==> config.mk <==
export PLATFORM = sky130hd
export DESIGN_NAME = key_reader
export DESIGN_NICKNAME = d
export VERILOG_FILES = /design/src/rtl/key_reader.sv
export SDC_FILE = /design/constraint.sdc
export NUM_CORES = 1
export LEC_CHECK = 0
export CAP_MARGIN = 20
export CORE_UTILIZATION = 41
export CTS_BUF_LIST = sky130_fd_sc_hd__clkbuf_2 sky130_fd_sc_hd__clkbuf_4 sky130_fd_sc_hd__clkbuf_8
export DETAILED_ROUTE_END_ITERATION = 10
export PLACE_DENSITY = 0.67
export SYNTH_ARGS = -nofsm -noshare
export SYNTH_HDL_FRONTEND = slang
export SYNTH_SLANG_ARGS = --single-unit
==> constraint.sdc <==
create_clock -name clk -period 4.4 [get_ports clk]
set_clock_uncertainty 0.15 [all_clocks]
set_input_delay 0.88 -clock clk [delete_from_list [all_inputs] [get_ports clk]]
set_output_delay 0.88 -clock clk [all_outputs]
set_load 0.05 [all_outputs]
==> src/rtl/key_reader.sv <==
// rtl/key_reader.sv - push-button reader: synchroniser, debounce and press/long/repeat events per key
module key_reader #(
    parameter int N_KEYS          = 4,
    parameter int ACTIVE_LOW      = 1,
    parameter int DEBOUNCE_CYCLES = 100000,
    parameter int LONG_CYCLES     = 10000000,
    parameter int REPEAT_CYCLES   = 3000000
) (
    input  logic              clk,
    input  logic              rst_n,
    input  logic [N_KEYS-1:0] KEY,
    output logic [N_KEYS-1:0] key_level,
    output logic [N_KEYS-1:0] key_press,
    output logic [N_KEYS-1:0] key_release,
    output logic [N_KEYS-1:0] key_long,
    output logic [N_KEYS-1:0] key_repeat,
    output logic              any_press
);

    localparam logic [1:0] ST_IDLE    = 2'd0;
    localparam logic [1:0] ST_PRESSED = 2'd1;
    localparam logic [1:0] ST_REPEAT  = 2'd2;

    localparam logic [31:0] DEB_LAST    = 32'(DEBOUNCE_CYCLES - 1);
    localparam logic [31:0] LONG_LAST   = 32'(LONG_CYCLES - 1);
    localparam logic [31:0] REPEAT_LAST = 32'(REPEAT_CYCLES - 1);

    logic [N_KEYS-1:0]       raw;
    logic [N_KEYS-1:0]       sync_a;
    logic [N_KEYS-1:0]       sync_b;
    logic [N_KEYS-1:0]       deb_done;
    logic [N_KEYS-1:0]       rise;
    logic [N_KEYS-1:0]       fall;
    logic [N_KEYS-1:0][31:0] deb_cnt;
    logic [N_KEYS-1:0][31:0] hold_cnt;
    logic [N_KEYS-1:0][1:0]  state;

    // Normalise so 1 always means pressed from here on.
    assign raw = (ACTIVE_LOW != 0) ? ~KEY : KEY;

    // Rise/fall are the cycle on which key_level is about to flip, so the
    // event pulses land on the same edge as the level change.
    always_comb begin
        deb_done = '0;
        rise     = '0;
        fall     = '0;
        for (int i = 0; i < N_KEYS; i++) begin
            deb_done[i] = (sync_b[i] != key_level[i]) && (deb_cnt[i] == DEB_LAST);
            rise[i]     = deb_done[i] & sync_b[i];
            fall[i]     = deb_done[i] & ~sync_b[i];
        end
    end

    always_ff @(posedge clk or negedge rst_n) begin
        if (!rst_n) begin
            sync_a    <= '0;
            sync_b    <= '0;
            key_level <= '0;
            deb_cnt   <= '0;
        end else begin
            sync_a <= raw;
            sync_b <= sync_a;
            for (int i = 0; i < N_KEYS; i++) begin
                if (sync_b[i] == key_level[i]) begin
                    deb_cnt[i] <= '0;
                end else if (deb_done[i]) begin
                    deb_cnt[i]   <= '0;
                    key_level[i] <= sync_b[i];
                end else begin
                    deb_cnt[i] <= deb_cnt[i] + 32'd1;
                end
            end
        end
    end

    always_ff @(posedge clk or negedge rst_n) begin
        if (!rst_n) begin
            state       <= '0;
            hold_cnt    <= '0;
            key_press   <= '0;
            key_release <= '0;
            key_long    <= '0;
            key_repeat  <= '0;
        end else begin
            key_press   <= '0;
            key_release <= '0;
            key_long    <= '0;
            key_repeat  <= '0;
            for (int i = 0; i < N_KEYS; i++) begin
                case (state[i])
                    ST_IDLE: begin
                        hold_cnt[i] <= '0;
                        if (rise[i]) begin
                            state[i]     <= ST_PRESSED;
                            key_press[i] <= 1'b1;
                        end
                    end
                    ST_PRESSED: begin
                        if (fall[i]) begin
                            state[i]       <= ST_IDLE;
                            hold_cnt[i]    <= '0;
                            key_release[i] <= 1'b1;
                        end else if (hold_cnt[i] == LONG_LAST) begin
                            state[i]      <= ST_REPEAT;
                            hold_cnt[i]   <= '0;
                            key_long[i]   <= 1'b1;
                            key_repeat[i] <= 1'b1;
                        end else begin
                            hold_cnt[i] <= hold_cnt[i] + 32'd1;
                        end
                    end
                    ST_REPEAT: begin
                        // Release takes priority over a repeat due on the same cycle.
                        if (fall[i]) begin
                            state[i]       <= ST_IDLE;
                            hold_cnt[i]    <= '0;
                            key_release[i] <= 1'b1;
                        end else if (hold_cnt[i] == REPEAT_LAST) begin
                            hold_cnt[i]   <= '0;
                            key_repeat[i] <= 1'b1;
                        end else begin
                            hold_cnt[i] <= hold_cnt[i] + 32'd1;
                        end
                    end
                    default: begin
                        state[i]    <= ST_IDLE;
                        hold_cnt[i] <= '0;
                    end
                endcase
            end
        end
    end

    assign any_press = |key_press;

endmodule
==> results of run 1 <==
-- area by class of cell --
type,count,share of cell area [%]
Clock inverter,8,0.572
Timing Repair Buffer,38,2.26
Clock buffer,87,6.25
Tap cell,461,3.42
Sequential cell,292,43.3
Inverter,50,1.11
Multi-Input combinational cell,1192,43.0
-- worst min path at each step --
stage / to / startpoint / slack [ps] / cells past startpoint
floorplan: sync_b[0]$_DFF_PN0_ / sync_a[0]$_DFF_PN0_ / 180 / 0
global placement: sync_b[2]$_DFF_PN0_ / sync_a[2]$_DFF_PN0_ / 180 / 0
detailed placement: sync_b[1]$_DFF_PN0_ / sync_a[1]$_DFF_PN0_ / 190 / 0
CTS: hold_cnt[66]$_DFF_PN0_ / rst_n / 160 / 1
global route: sync_b[1]$_DFF_PN0_ / sync_a[1]$_DFF_PN0_ / 200 / 0
finish: hold_cnt[127]$_DFF_PN0_ / rst_n / 100 / 1
-- flip-flops by register name, indices dropped and copies added (netlist names) --
register     flops
key_long         4
key_press        4
sync_b           4
sync_a           4
key_repeat       4
state            8
deb_cnt        128
hold_cnt       128
key_release      4
key_level        4
-- layer usage --
| metal | wire length, um | GRT usage, % | vias up |
|---|---|---|---|
| met1 | 14800 | 23.4 | 5640 |
| met2 | 14200 | 27.4 | 167 |
| li1 | - | - | 5693 |
| met5 | 0 | 0 | - |
| met4 | 665 | 6.28 | 0 |
| met3 | 1200 | 3.10 | 48 |
-- cell families after synthesis --
logic type / after synthesis / synth area share [%]
flops: 292 / 48.8
simple gates: 857 / 29.7
buf+inv: 107 / 2.79
mux: 1 / 0.0752
xor+xnor: 218 / 12.8
fa+ha+maj: 21 / 1.76
compound gates: 95 / 4.06
-- placed cells by master, fill, tap and decap left out, types with 15 or more instances in the layout --
cell,netlist,layout
dfrtp_1,292,292
nor2_1,269,269
xnor2_1,139,139
nand2_1,103,103
nand3_1,102,102
xor2_1,79,79
nor4_1,78,78
nand4_1,70,70
clkbuf_8,0,64
nor3_1,59,59
inv_1,50,50
and4_1,37,37
and3_1,37,37
or3_1,30,30
a21oi_1,28,28
o21ai_0,26,26
clkdlybuf4s50_1,0,25
clkbuf_4,0,23
ha_1,21,21
and2_1,17,17
or4_1,15,15
-- power by group through the flow --
stage	registers (W)	clock network, W	logic (W)
3_3_place_gp	0.00276	0	0.000107
6_report	0.00271	0.00275	0.000101
2_1_floorplan	0.00276	0	0.0000349
4_1_cts	0.00271	0.00285	0.000108
3_5_place_dp	0.00276	0	0.000107
5_1_grt	0.00271	0.00296	0.000120
-- metrics by stage --
step / utilization (%) / hold slack, ps / cells / area, sq um
after global placement: 43.9 / 183 / 2033 / 15700
after floorplan: - / 181 / 1591 / 15000
after detailed placement: 43.9 / 186 / 2033 / 15700
final: 47.2 / 104 / 2128 / 16900
after global routing: 47.2 / 204 / 2128 / 16900
after CTS: 47.2 / 159 / 2128 / 16900
-- Yosys cell counts, types with 17 or more instances --
library cell	number	area [sq um]
and3_1	37	231
and4_1	37	324
xor2_1	79	692
nor2_1	269	1010
nor4_1	78	488
nor3_1	59	295
and2_1	17	106
dfrtp_1	292	7310
nand2_1	103	387
a21oi_1	28	140
ha_1	21	263
o21ai_0	26	130
nand4_1	70	438
inv_1	50	188
or3_1	30	188
clkbuf_1	42	158
nand3_1	102	510
xnor2_1	139	1220
==> summary.txt, run 1 <==
Outcome
  • Run status: finished with violations
  • Failing checks: DRC

Power
  • IR drop worst, VDD: around 200 uV
  • Part of the power in combinational logic: roughly 1.8%
  • Internal: between 0.004 and 0.005 W
  • P_leak: ~6.5 nW
  • Sequential power share: a little under 50%
  • Pwr Density: approximately 330 nW/um^2
  • Sw Share: a little over a fifth
  • Clock share of power: between 40 and 50%
  • Net Switching: 0.00122 W
  • Pwr Total: roughly 0.0056 W

Timing
  • Post-layout min period: 3230 ps
  • Final Max Slew Viols: 0
  • Final setup viols: 0
  • Worst Max-Slew Pin Slew: around 1100 ps
  • Setup slack after layout: about 1200 ps
  • Fin crit share: 73.3%
  • Slew headroom: between 20% and 30%
  • Setup repair after global routing missed its margin: no
  • Final hold vios: 0
  • TNS Setup: 0 ps
  • FMAX: ~0.31 GHz

Setup path
  • Worst path cell trace: or4_1 -> clkdlybuf4s50_1
  • Buf/Inv on CP: 1
  • Crit Path Max Fanout: 2
  • CP Launch Type: flip-flop
  • Setup slack, reg-to-reg: between 1000 and 1500 ps
  • Cell class contributing the biggest share of worst-path delay: buffers and inverters
  • Start point of the critical path: key_press[2]$_DFF_PN0_
  • Worst setup endpoint: any_press
  • R2R Path End: deb_cnt[17]$_DFF_PN0_
  • Critical Path Max Stage Delay: around 700 ps
  • Critical Path RT: around 3400 ps
  • Crit Reg-Reg Startpoint: deb_cnt[13]$_DFF_PN0_
  • CP arrival: around 2200 ps
  • Worst Path Class, Setup: reg -> out
  • CP endpoint kind: output port
  • R2R depth: 5
  • Slowest-stage cell, CP: clkdlybuf4s50_1
  • Cell count along the critical path: 2

Synthesis
  • Distinct cells, synth: a little under 60
  • Syn Area/Cell: between 9 and 10 sq um
  • Syn_nets: between 1500 and 2000
  • Register bit total from synthesis: between 200 and 300
  • Register area share after synthesis: 48.8%
  • YS warnings: 0
  • Syn Inst Count: between 1500 and 2000
  • Synth Cell Area: roughly 15000 sq um
  • Ys flop type: dfrtp_1
  • Post-synth EDFFs: 0
  • Asr flop ratio synth: 100%

Clock tree
  • Worst-skew pair later-pin latency: just over 600 ps
  • Post-CTS Resized: 0
  • H-Tree Depth: 2
  • Clock root cell: clkbuf_8
  • CTS tree: yes
  • CTS buffer count: 53
  • Post-CTS Hold Buffers: 0
  • Clock slew at reported path FFs: 60 ps
  • Clock sinks: about 300
  • Longest Clk Path Bufs: 3
  • # Post-CTS Setup Buffers: 0

Die
  • Core area: ~36000 sq um
  • Area of the die: between 30000 and 40000 sq um
  • # IOs: 27
  • Die width: between 150 and 200 um
  • Row count: 69
  • DIE HEIGHT: 193 um
  • Initial Util: 41.9%

Global route
  • Vias in the first global route: 11300
  • Largest net degree at the start of global routing: 103
  • Total gr overflow: 0
  • Initial antenna violation count: 1
  • GRT Total Usage: roughly 17%
  • First-pass GRT wire length: between 50 and 60 mm

Layout
  • Footprint of the multi-input gates: 7250 sq um
  • FF+latch area: approximately 7300 sq um
  • Layout area overhead: 12.6%
  • Fillers: 3431
  • Share of cells above drive strength 1: between 6 and 7%
  • # diodes: 0
  • NumNets Final: roughly 1700

Drt
  • WL/cell: between 10 and 15 um
  • WL final: 30.9 mm
  • Drt drc: 4
  • ANT nets after route: 0
  • Via density: between 5 and 6
  • DR vias: 11500
  • DRT Pass-1 Iters: 8
  • Iter 0 DRT Violations: between 700 and 800

Placed design
  • RePlAce Congestion: between 0.8 and 0.9
  • I/O Buffers: 26
  • Pre-CTS setup slack: approximately 1200 ps
  • Post-DP HPWL: ~20 mm

Flow run
  • MaxCap Viol Count: 0

Worst hold path
  • Hold/Removal Path Class: in -> async
Power figures use the tool's default switching activity.
==> run 2, diff against run 1 <==
--- a/config.mk
+++ b/config.mk
@@ -9,7 +9,7 @@
 export CORE_UTILIZATION = 41
 export CTS_BUF_LIST = sky130_fd_sc_hd__clkbuf_2 sky130_fd_sc_hd__clkbuf_4 sky130_fd_sc_hd__clkbuf_8
 export DETAILED_ROUTE_END_ITERATION = 10
-export PLACE_DENSITY = 0.67
+export PLACE_DENSITY = 0.69
 export SYNTH_ARGS = -nofsm -noshare
 export SYNTH_HDL_FRONTEND = slang
 export SYNTH_SLANG_ARGS = --single-unit
==> constraint.sdc (replaced) <==
create_clock -name clk -period 2.9 [get_ports clk]
set_clock_uncertainty 0.15 [all_clocks]
set_input_delay 0.58 -clock clk [delete_from_list [all_inputs] [get_ports clk]]
set_output_delay 0.58 -clock clk [all_outputs]
set_load 0.05 [all_outputs]
==> run 2 against run 1 <==
Effect of this change:
- the flow now finishes without violations
- register-to-register slack lost 800 ps
- critical path depth shrank 1
- first-iteration DRC count grew 0.88%
- via count grew 1.4%
- sequential share of layout area shrank 0.59 points
- wire length shrank 0.14%
- clock power grew 58%
- power grew 55%
- sequential power grew 52%
- combinational power grew 64%
- non-clock buffer count grew 20
- largest power group unchanged
==> summary.txt, run 2 (synthesis gave the netlist of run 1 again) <==
Outcome
  • Run status: finished clean

Timing
  • Fin crit share: 93.2%
  • Final hold vios: 0
  • TNS Setup: 0 ps
  • FMAX: roughly 0.37 GHz
  • Slew headroom: between 50% and 60%
  • Setup repair after global routing missed its margin: no
  • Final Max Slew Viols: 0
  • Final setup viols: 0
  • Worst Max-Slew Pin Slew: between 700 and 800 ps
  • Post-layout min period: 2700 ps

Die
  • Die width: about 190 um
  • DIE HEIGHT: between 150 and 200 um
  • Initial Util: a little over two fifths
  • Row count: slightly below 70
  • Core area: around 36000 sq um
  • # IOs: 27
  • Area of the die: between 30000 and 40000 sq um

Layout
  • Final Util: 47.8%
  • Regs by FF count: deb_cnt (128), hold_cnt (128), state (8)
  • Layout area overhead: 14.2%
  • # diodes: 0
  • NumNets Final: between 1500 and 2000
  • Share of cells above drive strength 1: under 10%
  • Most frequent cells in the layout: dfrtp_1 (292), nor2_1 (269), xnor2_1 (139), nand2_1 (103), nand3_1 (102)
  • Most common cell after layout, fill and taps aside: dfrtp_1

Global route
  • Initial antenna violation count: 0
  • Largest net degree at the start of global routing: 75
  • Vias in the first global route: 11300
  • Total gr overflow: 0
  • GRT Total Usage: around 17%
  • First-pass GRT wire length: ~53 mm

Drt
  • Via density: ~5.5
  • Iter 0 DRT Violations: between 800 and 900
  • Drt drc: 0
  • ANT nets after route: 0
  • DR vias: roughly 12000
  • WL/cell: between 10 and 15 um
  • DRT Pass-1 Iters: 5
  • WL final: 30.8 mm

Setup path
  • Cell class contributing the biggest share of worst-path delay: buffers and inverters
  • CP Launch Type: flip-flop
  • CP arrival: 1970 ps
  • Critical Path Max Stage Delay: between 800 and 900 ps
  • Worst Path Class, Setup: reg -> out
  • Critical Path RT: 2170 ps
  • CP endpoint kind: output port
  • Crit Path Max Fanout: 2
  • Slowest-stage cell, CP: clkdlybuf4s50_1
  • Buf/Inv on CP: 1
  • Worst path cell trace: clkdlybuf4s50_1

Clock tree
  • CTS buffer count: 50
  • Worst-skew pair later-pin latency: 580 ps
  • Longest Clk Path Bufs: 3
  • Clock slew at reported path FFs: roughly 60 ps
  • H-Tree Depth: 2
  • Clock root cell: clkbuf_8
  • CTS tree: yes
  • Clock sinks: between 200 and 300

Power
  • P_leak: around 6.6 nW
  • Pwr Density: 504 nW/um^2
  • Clock share of power: between 50% and 60%
  • Sw Share: 21.2%
  • Internal: 0.00679 W
  • IR drop worst, VDD: ~340 uV
  • Sequential power share: a little under half
  • Part of the power in combinational logic: between 1.5 and 2%
  • Net Switching: roughly 0.0018 W

Flow run
  • MaxCap Viol Count: 0

Placed design
  • I/O Buffers: 26
  • Post-DP HPWL: roughly 20 mm
  • RePlAce Congestion: 0.849

Worst hold path
  • Hold/Removal Path Class: reg -> reg
[run 2: changes by cell type in the layout (fill, tap and decap cells not counted)]
cell             change
buf_4               +17
clkbuf_4            -14
clkbuf_8             +8
buf_12               +2
bufinv_16            +2
clkdlybuf4s50_1      -1
clkinv_4             -1
dlygate4sd2_1        +1
dlygate4sd3_1        +1
[run 2: repair_timing]
action / CTS / global route
resized for setup: 1 / 0
buffers inserted: 0 / 0
setup endpoints to repair: 1 / 0
hold endpoints to repair: 62 / 0
hold buffers: 1 / 0
[run 2: final timing paths]
kind	slack [ps]	to	start	cells after the start
min in group asynchronous	410	hold_cnt[120]$_DFF_PN0_	rst_n	2
worst min-delay path	190	sync_b[1]$_DFF_PN0_	sync_a[1]$_DFF_PN0_	0
worst max-delay path	200	key_press[2]	key_press[2]$_DFF_PN0_	1
max in group asynchronous	1290	hold_cnt[58]$_DFF_PN0_	rst_n	3
worst max register to register	400	state[0]$_DFFE_PN0P_	deb_cnt[6]$_DFF_PN0_	5
worst min register to register	190	sync_b[1]$_DFF_PN0_	sync_a[1]$_DFF_PN0_	0
[run 2: stage by stage]
stage,power [W],hold WS [ps],area (sq um),instances,setup slack [ps]
after CTS,0.00878,193,17100,2143,178
after global placement,0.00436,184,15900,2052,396
final,0.00862,192,17100,2143,196
after floorplan,0.00423,134,15000,1591,611
after detailed placement,0.00436,185,15900,2052,408
after global routing,0.00898,202,17100,2143,160
[run 2: final cells by class]
type,count,area (sq um)
fillers,3361,18700
flip-flops and latches,292,7310
well taps,461,577
repair buffers,58,557
multi-input cells,1192,7250
clock buffers,81,1060
clock inverters,9,148
inverters,50,188
[run 2: power by group through the flow]
stage | registers (W) | logic [W] | clock network (W)
after floorplan | 0.00418 | 0.0000530 | 0
after global placement | 0.00419 | 0.000171 | 0
after detailed placement | 0.00419 | 0.000172 | 0
after CTS | 0.00412 | 0.000174 | 0.00449
after global routing | 0.00412 | 0.000195 | 0.00467
final | 0.00412 | 0.000166 | 0.00434
[run 2: metal layers]
layer | GRT usage [%] | vias to the layer above | part of all wire, %
met1 | 23.2 | 5759 | 48
met5 | 0 | - | 0
met2 | 27.3 | 172 | 47
met4 | 5.80 | 0 | 2.1
li1 | - | 5725 | -
met3 | 2.93 | 56 | 3.7
